<file path="src/rtl/mlp_input_loader.sv">
// mlp_input_loader: assembles a valid/ready sample stream into a frozen parallel MLP input frame
module mlp_input_loader #(
  parameter int S0_NUM = 8,
  parameter int DATA_WIDTH = 8,
  parameter int SETTLE_CYCLES = 4
) (
  input  logic                         clk,
  input  logic                         reset,
  input  logic                         in_valid,
  output logic                         in_ready,
  input  logic signed [DATA_WIDTH-1:0] in_data,
  input  logic                         in_last,
  output logic signed [DATA_WIDTH-1:0] inp [S0_NUM],
  output logic                         enable,
  output logic                         busy,
  output logic                         frame_err
);
  localparam int IW = S0_NUM > 1 ? $clog2(S0_NUM) : 1;
  localparam int CW = SETTLE_CYCLES > 1 ? $clog2(SETTLE_CYCLES) : 1;
  localparam logic [IW-1:0] LAST = IW'(S0_NUM - 1);
  localparam logic [CW-1:0] CLAST = CW'(SETTLE_CYCLES > 0 ? SETTLE_CYCLES - 1 : 0);
  typedef enum logic [1:0] {FILL, DROP, ISSUE, WAIT} state_t;
  state_t state, nxt;
  logic [IW-1:0] idx;
  logic [CW-1:0] cnt;
  logic err_pend, acc, at_last;
  always_comb begin
    at_last = idx == LAST;
    in_ready = !reset && (state == FILL || state == DROP);
    acc = in_valid && in_ready;
    enable = !reset && state == ISSUE;
    busy = !reset && (state != FILL || idx != '0);
    nxt = state;
    case (state)
      FILL:    nxt = acc && in_last ? ISSUE : acc && at_last ? DROP : FILL;
      DROP:    nxt = acc && in_last ? ISSUE : DROP;
      ISSUE:   nxt = SETTLE_CYCLES > 0 ? WAIT : FILL;
      default: nxt = cnt == CLAST ? FILL : WAIT;
    endcase
  end
  // a short frame is zero-padded on the same edge that stores its final beat
  always_ff @(posedge clk) begin
    if (reset) begin
      state <= FILL;
      idx <= '0;
      cnt <= '0;
      err_pend <= 1'b0;
      frame_err <= 1'b0;
      for (int i = 0; i < S0_NUM; i++) inp[i] <= '0;
    end else begin
      state <= nxt;
      if (state == FILL && acc) begin
        inp[idx] <= in_data;
        idx <= at_last ? idx : idx + 1'b1;
        err_pend <= err_pend | (in_last ^ at_last);
        for (int i = 0; i < S0_NUM; i++) if (in_last && IW'(i) > idx) inp[i] <= '0;
      end
      if (state == ISSUE) begin
        frame_err <= err_pend;
        err_pend <= 1'b0;
        idx <= '0;
      end
      cnt <= state == WAIT ? cnt + 1'b1 : '0;
    end
  end
endmodule

</file>
<file path="config.mk">
export PLATFORM = sky130hd
export DESIGN_NAME = mlp_input_loader
export DESIGN_NICKNAME = d
export VERILOG_FILES = /design/src/rtl/mlp_input_loader.sv
export SDC_FILE = /design/constraint.sdc
export NUM_CORES = 1
export LEC_CHECK = 0
export ABC_AREA = 0
export BUFFER_PORTS_ARGS = -buffer_cell sky130_fd_sc_hd__buf_2
export CORE_UTILIZATION = 35
export CTS_CLUSTER_SIZE = 16
export DETAILED_ROUTE_END_ITERATION = 10
export GPL_TIMING_DRIVEN = 0
export PLACE_DENSITY = 0.54
export SYNTH_ARGS = -nofsm -noshare
export SYNTH_HDL_FRONTEND = slang
export SYNTH_SLANG_ARGS = --single-unit
</file>
<file path="constraint.sdc">
create_clock -name clk -period 3.4 [get_ports clk]
set_input_delay 0.34 -clock clk [delete_from_list [all_inputs] [get_ports clk]]
set_output_delay 0.34 -clock clk [all_outputs]
set_load 0.02 [all_outputs]
</file>
==> results.md, run 1 <==
* Run status: completed
* EDFF count, synth at 0
* Die Area at 8150 sq um
* Rows at 31
* Vias in the first global route at 2108
* CTS clk-pin slew, worst paths at 80 ps
* Post_cts resized at 0
* Slew of the pin with the lowest slew margin at 757 ps
* Max_slew headroom at 49.5%
* Root buffer cell: clkbuf_8
* Post-DP HPWL at 5190 microns
* Fmax at 442 MHz
* Worst clock skew at 8.70 ps
* Endpoints failing setup at 0
* Worst flop-to-flop path startpoint: idx[1]
* Placer Congestion at 0.817
* CP Launch Type: flop
* Starting Density at 36.8%
* Syn_nets at 266
* Worst-Skew Late Latency at 350 ps
* Endpoint class of the critical path: flop
* Max-cap violations at 0
* CTS tree: done
* Hold Worst Slack at 287 ps
* Fin crit share at 66.5%
* CP max FO at 9
* DRC at 0
* Layout area overhead at 27.1%
* Most frequent cells in the layout: 84 x buf_2, 73 x dfxtp_1, 56 x a22o_1
* Die W at 90.3 microns
* Total number of vias at 2242
* Min-delay worst type: input pin to flop
* Final wirelength at 7130 microns
* Pwr/cell area at 506 nW/um^2
* Routed len/inst at 16.1 microns
* Warnings from Yosys at 0
* Number of port buffers at 79
* # fillers at 730
* Commonest non-fill, non-tap cell in the layout: buf_2
* Share of layout cells above drive strength 1 at 33.2%
* Slowest stage cell, crit path: dfxtp_1
* Detail Route Antenna Nets at 0
* Layout Utilization at 46.8%
* Total track usage at 18.4%
* Leak pwr at 0.00159 uW
* Worst hold start: in_data[7]
* Hold-fix buffers at CTS at 0
* Unique masters post-synth at 37
* Grt ovf at 0
* Largest net degree at the start of global routing at 14
* Hold depth at 2
* CTS max path bufs at 2
* First-pass DRT Iterations at 4
* Register area share after synthesis at 53.6%
* I/O pins at 80
* Maximum VDD drop at 0.244 mV
* Clock tree sinks at 73
* Synth Instances at 248
* Largest stage delay, worst path at 370 ps
* Syn_area_per_cell at 11.0 sq um
* Die height at 90.3 microns
* DR iter-0 viols at 128
* Core area at 7410 sq um
* First-pass GRT wire length at 11600 microns
* Fin. max-slew vios at 0
* CTS buffer count at 9
* RSZ-0062 raised after global routing: no
* Reg2reg setup slack at 1140 ps
* Setup TNS at 0 ps
* CP cell instances: buf_2 -> clkinv_1 -> ha_1 -> nand2b_1 -> clkbuf_1 -> and4bb_2 -> buf_4 -> a22o_1
* Crit Path Class: flop to flop
* Synthesis-stage register bit count at 73
* Routed vias/inst at 5.07
* Mapped Area at 2730 sq um
* Hold EP: inp[15]
* # diodes at 0
* Post-synth ARST share at 0%
* Final Critical Period at 2260 ps
* H-tree Lvls at 3
* Cell count of the worst reg-to-reg path at 8
* Post-CTS Setup Repair Bufs at 0
* Initial antenna violation count at 0
* Final hold vios at 0
* Data required, critical path at 3640 ps
* Ys flop type: dfxtp_1
* Fin nets at 356
* Reg2reg end: inp[29]
* Arrival time worst endpoint at 2500 ps
[Yosys cell counts (all sizes together) (3+ instances only)]
master | count | area share, %
dfxtp | 73 | 54
a22o | 56 | 18
a21oi | 22 | 4.0
nor2 | 13 | 2.0
nand2 | 12 | 1.7
nand3 | 9 | 1.7
nor2b | 8 | 1.8
buf | 7 | 1.6
ha | 6 | 2.8
clkbuf | 5 | 0.69
inv | 5 | 0.69
nor4b | 4 | 2.4
nand2b | 3 | 0.69
[kinds of logic after synthesis]
logic type / after synthesis / synth area share (%)
buffers and inverters: 18 / 3.12
AND/OR/NAND/NOR: 60 / 14.4
XOR/XNOR: 1 / 0.321
multiplexers: 3 / 1.15
adder cells (fa/ha/maj): 6 / 2.75
AO/OA/AOI/OAI: 87 / 24.7
flip-flops: 73 / 53.6
[critical path, delay by kind of cell (launching register included)]
| kind | cells | cell delay [ps] |
|---|---|---|
| DFF | 1 | 370 |
| AOI/OAI and AO/OA | 1 | 190 |
| and+or+nand+nor | 2 | 430 |
| adders and majority gates | 1 | 280 |
| buffers and inverters | 4 | 880 |
[report_power, final]
| part | internal [uW] | switching [uW] |
|---|---|---|
| clock | 413 | 333 |
| sequential | 864 | 6.50 |
| combinational | 43.4 | 95.7 |
| total | 1320 | 435 |
[cell type report]
| class | count | area [sq um] | share of cell area [%] |
|---|---|---|---|
| clock inverters | 7 | 95.1 | 2.74 |
| well taps | 99 | 124 | 3.57 |
| plain buffers | 12 | 62.6 | 1.80 |
| repair buffers | 79 | 395 | 11.4 |
| multi-input cells | 157 | 1180 | 34.1 |
| flip-flops and latches | 73 | 1460 | 42.2 |
| clock buffers | 9 | 124 | 3.57 |
| inverters | 6 | 22.5 | 0.650 |
[state kept, by name, indices dropped and copies added, names as in the netlist]
name,flops
cnt,2
err_pend,1
frame_err,1
idx,3
inp,64
state,2
[worst max path at each step]
stage,to,from,cells past startpoint
2_1_floorplan,inp[29],idx[1],8
5_1_grt,inp[29],idx[1],8
6_report,inp[29],idx[1],8
3_3_place_gp,inp[29],idx[1],8
4_1_cts,busy,idx[1],6
3_5_place_dp,inp[29],idx[1],8
[routing by layer]
| metal | GRT usage (%) | vias to the layer above | part of all wire [%] |
|---|---|---|---|
| li1 | - | 1117 | - |
| met1 | 26.8 | 1043 | 53 |
| met2 | 25.9 | 74 | 41 |
| met3 | 6.06 | 8 | 5.2 |
| met4 | 4.84 | 0 | 1.0 |
| met5 | 0 | - | 0 |
[metrics by stage]
step           std cells  area [sq um]  setup slack, ps  total power [uW]
3_5_place_dp         426          3250             1180              1030
5_1_grt              442          3470             1040              1830
2_1_floorplan        248          2730             1530               979
6_report             442          3470             1140              1750
4_1_cts              442          3470             1150              1770
3_3_place_gp         426          3250             1180              1030
(Power assumes the default switching activity.)
==> run 2: changes to the inputs <==
--- a/config.mk
+++ b/config.mk
@@ -5,13 +5,13 @@
 export SDC_FILE = /design/constraint.sdc
 export NUM_CORES = 1
 export LEC_CHECK = 0
-export ABC_AREA = 0
+export ABC_AREA = 1
 export BUFFER_PORTS_ARGS = -buffer_cell sky130_fd_sc_hd__buf_2
 export CORE_UTILIZATION = 35
 export CTS_CLUSTER_SIZE = 16
 export DETAILED_ROUTE_END_ITERATION = 10
 export GPL_TIMING_DRIVEN = 0
-export PLACE_DENSITY = 0.54
+export PLACE_DENSITY = 0.53
 export SYNTH_ARGS = -nofsm -noshare
 export SYNTH_HDL_FRONTEND = slang
 export SYNTH_SLANG_ARGS = --single-unit
==> constraint.sdc (replaced) <==
create_clock -name clk -period 2.35 [get_ports clk]
set_input_delay 0.235 -clock clk [delete_from_list [all_inputs] [get_ports clk]]
set_output_delay 0.235 -clock clk [all_outputs]
set_load 0.02 [all_outputs]
==> run 2 against run 1 <==
Against the previous run: worst hold slack worse by 85 ps; maximum frequency is 13% higher; clock power is 31% higher; non-clock buffer count is 2 lower; clock skew is 1.3 ps lower; largest power group unchanged.
==> results.md, run 2 <==
* Largest net degree at the start of global routing at 13
* Share of layout cells above drive strength 1 at 22.1%
* XOR/XNOR share of the synthesized area at 0%
* Fin. max-slew vios at 0
* Initial antenna violation count at 0
* Post-CTS Setup Repair Bufs at 0
* First-pass DRT Iterations at 4
* Synth Instances at 385
* Placer Congestion at 0.821
* Maximum VDD drop at 0.325 mV
* CTS clk-pin slew, worst paths at 80 ps
* Synthesis-stage register bit count at 73
* CTS tree: done
* Sequential cell area at 1460 sq um
* Top flop regs: inp: 64 flops, idx: 3 flops
* Run status: completed
* Root buffer cell: clkbuf_8
* Max reg flops at 64
* Die Area at 8820 sq um
* Simple-Gate Fraction of Synth Area at 27.9%
* Clock tree sinks at 73
* Total number of vias at 2761
* Post-synth ARST share at 0%
* Worst clock skew at 7.42 ps
* Cell taking the most area after synthesis: dfxtp_1
* RSZ-0062 raised after global routing: no
* Final wirelength at 8050 microns
* DR iter-0 viols at 131
* CP Launch Type: flop
* Unique masters post-synth at 28
* Endpoints failing setup at 0
* Grt ovf at 0
* CTS max path bufs at 2
* Total track usage at 19.2%
* Largest family of logic cells by synthesized area: simple AND/OR/NAND/NOR gates
* Layout area overhead at 22.9%
* Routed len/inst at 14.0 microns
* Worst-Skew Late Latency at 350 ps
* Routed vias/inst at 4.79
* Rows at 33
* Placed cells at 560
* Most frequent cells in the layout: 119 x nand2_1, 73 x buf_2, 73 x dfxtp_1
* EDFF count, synth at 0
* Die W at 93.9 microns
* Fin nets at 484
* Syn_nets at 403
* Commonest non-fill, non-tap cell in the layout: nand2_1
* # diodes at 0
* Warnings from Yosys at 0
* Data required, critical path at 2630 ps
* Vias in the first global route at 2484
* Register area share after synthesis at 49.4%
* Endpoint class of the critical path: flop
* Adder-Cell Fraction of Synth Area at 2.54%
* First-pass GRT wire length at 12700 microns
* Detail Route Antenna Nets at 0
* Count leader, synth: nand2_1
* Ranking of synthesized cells by area: dfxtp_1 49%, nand2_1 15%, a21oi_1 11%
* Hold-fix buffers at CTS at 0
* Post_cts resized at 0
* Mux contribution to synthesized area at 0%
* Max-cap violations at 0
* Die height at 93.9 microns
* Arrival time worst endpoint at 2280 ps
* Yosys top cell area share at 49.4%
* Post-synthesis compound-gate area fraction at 14.9%
* I/O pins at 80
* Fin crit share at 85.0%
* Pwr/cell area at 676 nW/um^2
* # fillers at 888
* DRC at 0
* Setup TNS at 0 ps
* Final hold vios at 0
* CP max FO at 9
* Syn_area_per_cell at 7.68 sq um
* Number of port buffers at 70
* Crit Path Class: flop to flop
* Starting Density at 36.2%
* H-tree Lvls at 3
* Fmax at 501 MHz
* CTS buffer count at 9
* Multi-input gate area at 1340 sq um
* Min-delay worst type: input pin to flop
* Core area at 8180 sq um
* Slew of the pin with the lowest slew margin at 625 ps
* Reg with most FFs: inp
* Post-DP HPWL at 5610 microns
* Fin cells at 576
* Leak pwr at 0.00153 uW
* Final Critical Period at 2000 ps
* Max_slew headroom at 58.1%
* Mapped Area at 2960 sq um
* Top cells by instance count after synthesis: 119 x nand2_1, 73 x dfxtp_1, 67 x a21oi_1, 21 x nor2_1
* Ys flop type: dfxtp_1
## run 2: cell types whose count changed after synthesis, moves of 5 or more
cell,delta
nand4_1,+8
nand2_1,+107
clkbuf_1,+8
a22o_1,-56
nor2_1,+10
inv_1,+13
nor2_4,+5
nor2b_1,-8
nand3_1,+9
a21oi_1,+45
o21ai_0,+10
## run 2: kinds of logic (layout without fill, tap and decap cells)
kind of cell,Yosys count,after routing
compound gates,86,86
fa+ha+maj,6,6
buf+inv,38,124
flops,73,73
simple gates,182,182
## run 2: per-layer routing
metal	routed length [microns]	GRT usage, %	part of all wire (%)	vias up
met5	0	0	0	-
met4	75	6.92	0.93	0
met3	416	4.77	5.2	6
met2	3800	31.1	47	69
met1	3760	24.8	47	1259
li1	-	-	-	1427
## run 2: cell type report
type | count | area share, %
sequential | 73 | 40.2
multi-input combinational | 274 | 36.9
timing repair buffer | 70 | 9.64
clock buffer | 10 | 3.79
tap | 105 | 3.62
buffer | 19 | 2.27
inverter | 19 | 1.96
clock inverter | 6 | 1.58
## run 2: worst max-delay path: stages, from the launching register on
cell	delay, ps
dfxtp_1	490
ha_1	210
ha_1	180
inv_1	50
ha_1	200
o21ai_1	520
nand2_1	130
a21oi_1	150
## run 2: power breakdown
part	internal, uW	switching (uW)
logic	52.3	160
registers	1260	14.4
clock network	511	462
total	1820	636
## run 2: path summary, 6_finish.rpt
| kind | cells past startpoint | end | slack, ps | start |
|---|---|---|---|---|
| setup reg to reg | 7 | inp[0] | 350 | idx[1] |
| hold / removal | 3 | state[0] | 200 | in_valid |
| setup / recovery | 7 | inp[0] | 350 | idx[1] |
| hold reg to reg | 1 | cnt[0] | 440 | cnt[0] |
## run 2: metrics by stage
stage	setup slack, ps	hold WS, ps	area [sq um]	utilization [%]	power (uW)
after global placement	376	418	3440	42.1	1510
after CTS	355	184	3630	44.4	2490
after global routing	115	215	3630	44.4	2570
final	352	202	3630	44.4	2460
after detailed placement	375	418	3440	42.1	1510
after floorplan	762	399	2960	-	1440
==> run 3: changes to the inputs <==
--- a/config.mk
+++ b/config.mk
@@ -10,7 +10,6 @@
 export CORE_UTILIZATION = 35
 export CTS_CLUSTER_SIZE = 16
 export DETAILED_ROUTE_END_ITERATION = 10
-export GPL_TIMING_DRIVEN = 0
 export PLACE_DENSITY = 0.53
 export SYNTH_ARGS = -nofsm -noshare
 export SYNTH_HDL_FRONTEND = slang
==> run 3 against run 2 <==
Against the previous run: sequential share of layout area fell by 0.12 points; count of clock-buffer cells in the layout rose by 1; first-iteration DRC count is 28% lower; global-route usage decreased by 0.21 points; design area increased by 0.31%; maximum frequency rose by 4.3%; flip-flop and latch count did not move; combinational power barely moved; worst hold slack lost 47 ps; utilization up 0.14 points; worst setup slack improved by 83 ps; critical path depth stayed put; critical path type unchanged; largest power group unchanged.
==> results.md, run 3 (synthesis results as in run 2) <==
* CP Launch Type: flop
* Data required, critical path at 2620 ps
* Fmax at 522 MHz
* Die height at 93.9 microns
* Routed vias/inst at 4.77
* First-pass GRT wire length at 12700 microns
* Clock tree sinks at 73
* Hold-fix buffers at CTS at 0
* Final hold vios at 0
* Worst-Skew Late Latency at 340 ps
* DR iter-0 viols at 94
* Max_slew headroom at 60.3%
* Rows at 33
* CTS clk-pin slew, worst paths at 70 ps
* I/O pins at 80
* Worst Setup SP: idx[1]
* Post-CTS Setup Repair Bufs at 0
* Starting Density at 36.2%
* Detail Route Antenna Nets at 0
* Slew of the pin with the lowest slew margin at 595 ps
* Cell count of the worst reg-to-reg path at 7
* RSZ-0062 raised after global routing: no
* Number of port buffers at 79
* Core area at 8180 sq um
* Worst clock skew at 7.17 ps
* Die Area at 8820 sq um
* Reg2reg end: inp[6]
* Post-DP HPWL at 5320 microns
* First-pass DRT Iterations at 4
* CTS max path bufs at 2
* # diodes at 0
* Worst flop-to-flop path startpoint: idx[1]
* Max-cap violations at 0
* H-tree Lvls at 3
* Sequential cell area at 1460 sq um
* Root buffer cell: clkbuf_8
* Maximum VDD drop at 0.379 mV
* CTS tree: done
* Endpoints failing setup at 0
* Share of layout cells above drive strength 1 at 23.8%
* Setup TNS at 0 ps
* Leak pwr at 0.00155 uW
* Fin nets at 476
* Commonest non-fill, non-tap cell in the layout: nand2_1
* Arrival time worst endpoint at 2180 ps
* Area after DPL at 3420 sq um
* Grt ovf at 0
* Pwr/cell area at 711 nW/um^2
* Total track usage at 19.0%
* Multi-input gate area at 1340 sq um
* Final wirelength at 7910 microns
* Most frequent cells in the layout: 119 x nand2_1, 79 x buf_2, 73 x dfxtp_1
* Routed len/inst at 13.9 microns
* CTS buffer count at 9
* Fin. max-slew vios at 0
* Layout area overhead at 23.3%
* Crit Path Class: flop to flop
* Min-delay worst type: input pin to flop
* Fin area at 3640 sq um
* Max reg flops at 64
* Largest net degree at the start of global routing at 58
* Final Critical Period at 1910 ps
* Top flop regs: inp: 64 flops, idx: 3 flops
* Die W at 93.9 microns
* DRC at 0
* Post_cts resized at 0
* Run status: completed
* Total number of vias at 2712
* Reg2reg setup slack at 440 ps
* Vias in the first global route at 2476
* Initial antenna violation count at 0
* CP Capture Point: inp[6]
* CP max FO at 9
* Endpoint class of the critical path: flop
* Reg with most FFs: inp
* Placer Congestion at 0.869
* # fillers at 879
* Fin crit share at 81.5%
-- run 3: changes by cell type in the layout (fill, tap and decap cells not counted), sizes merged --
cell,change
buf,+5
bufinv,+1
clkbuf,-12
clkinv,-2
-- run 3: per-layer routing --
layer  GRT usage, %  routed length [microns]  up-vias
met4           5.00                       63        0
met3           5.91                      409        6
met2           30.4                     3680       65
li1               -                        -     1414
met5              0                        0        -
met1           24.7                     3760     1227
-- run 3: through the flow --
| stage | worst slack, ps | hold slack [ps] | std cells | power (uW) | util (%) |
|---|---|---|---|---|---|
| 4_1_cts | 445 | 140 | 568 | 2630 | 44.6 |
| 5_1_grt | 234 | 134 | 568 | 2710 | 44.6 |
| 6_report | 435 | 155 | 568 | 2590 | 44.6 |
| 2_1_floorplan | 762 | 399 | 385 | 1440 | - |
| 3_3_place_gp | 565 | 420 | 552 | 1510 | 41.8 |
| 3_5_place_dp | 464 | 424 | 552 | 1510 | 41.8 |
-- run 3: critical path, stage by stage, from the launching register on --
cell and delay (ps):
dfxtp_1 480, ha_1 210, ha_1 180, inv_1 50, ha_1 190, o21ai_1 470
nand2_1 100, a21oi_1 160
-- run 3: worst min-delay path by stage --
| stage | from | endpoint | slack, ps | depth (start not counted) |
|---|---|---|---|---|
| 6_report | reset | cnt[1] | 150 | 2 |
| 5_1_grt | reset | cnt[1] | 130 | 2 |
| 4_1_cts | reset | cnt[1] | 140 | 2 |
| 3_5_place_dp | cnt[0] | cnt[0] | 420 | 1 |
| 3_3_place_gp | cnt[0] | cnt[0] | 420 | 1 |
| 2_1_floorplan | in_valid | state[0] | 400 | 2 |
-- run 3: power by group --
group | total, uW | leakage (uW) | switching, uW | internal [uW]
Clock | 1110 | 0.000115 | 461 | 652
Combinational | 209 | 0.000848 | 158 | 51.1
Sequential | 1270 | 0.000590 | 13.9 | 1260
-- run 3: layout make-up --
type / instances / area share, %
clock buffer: 11 / 4.15
clock inverter: 5 / 2.13
inverter: 19 / 1.96
multi-input combinational: 274 / 36.8
sequential: 73 / 40.1
tap: 105 / 3.60
timing repair buffer: 81 / 11.3
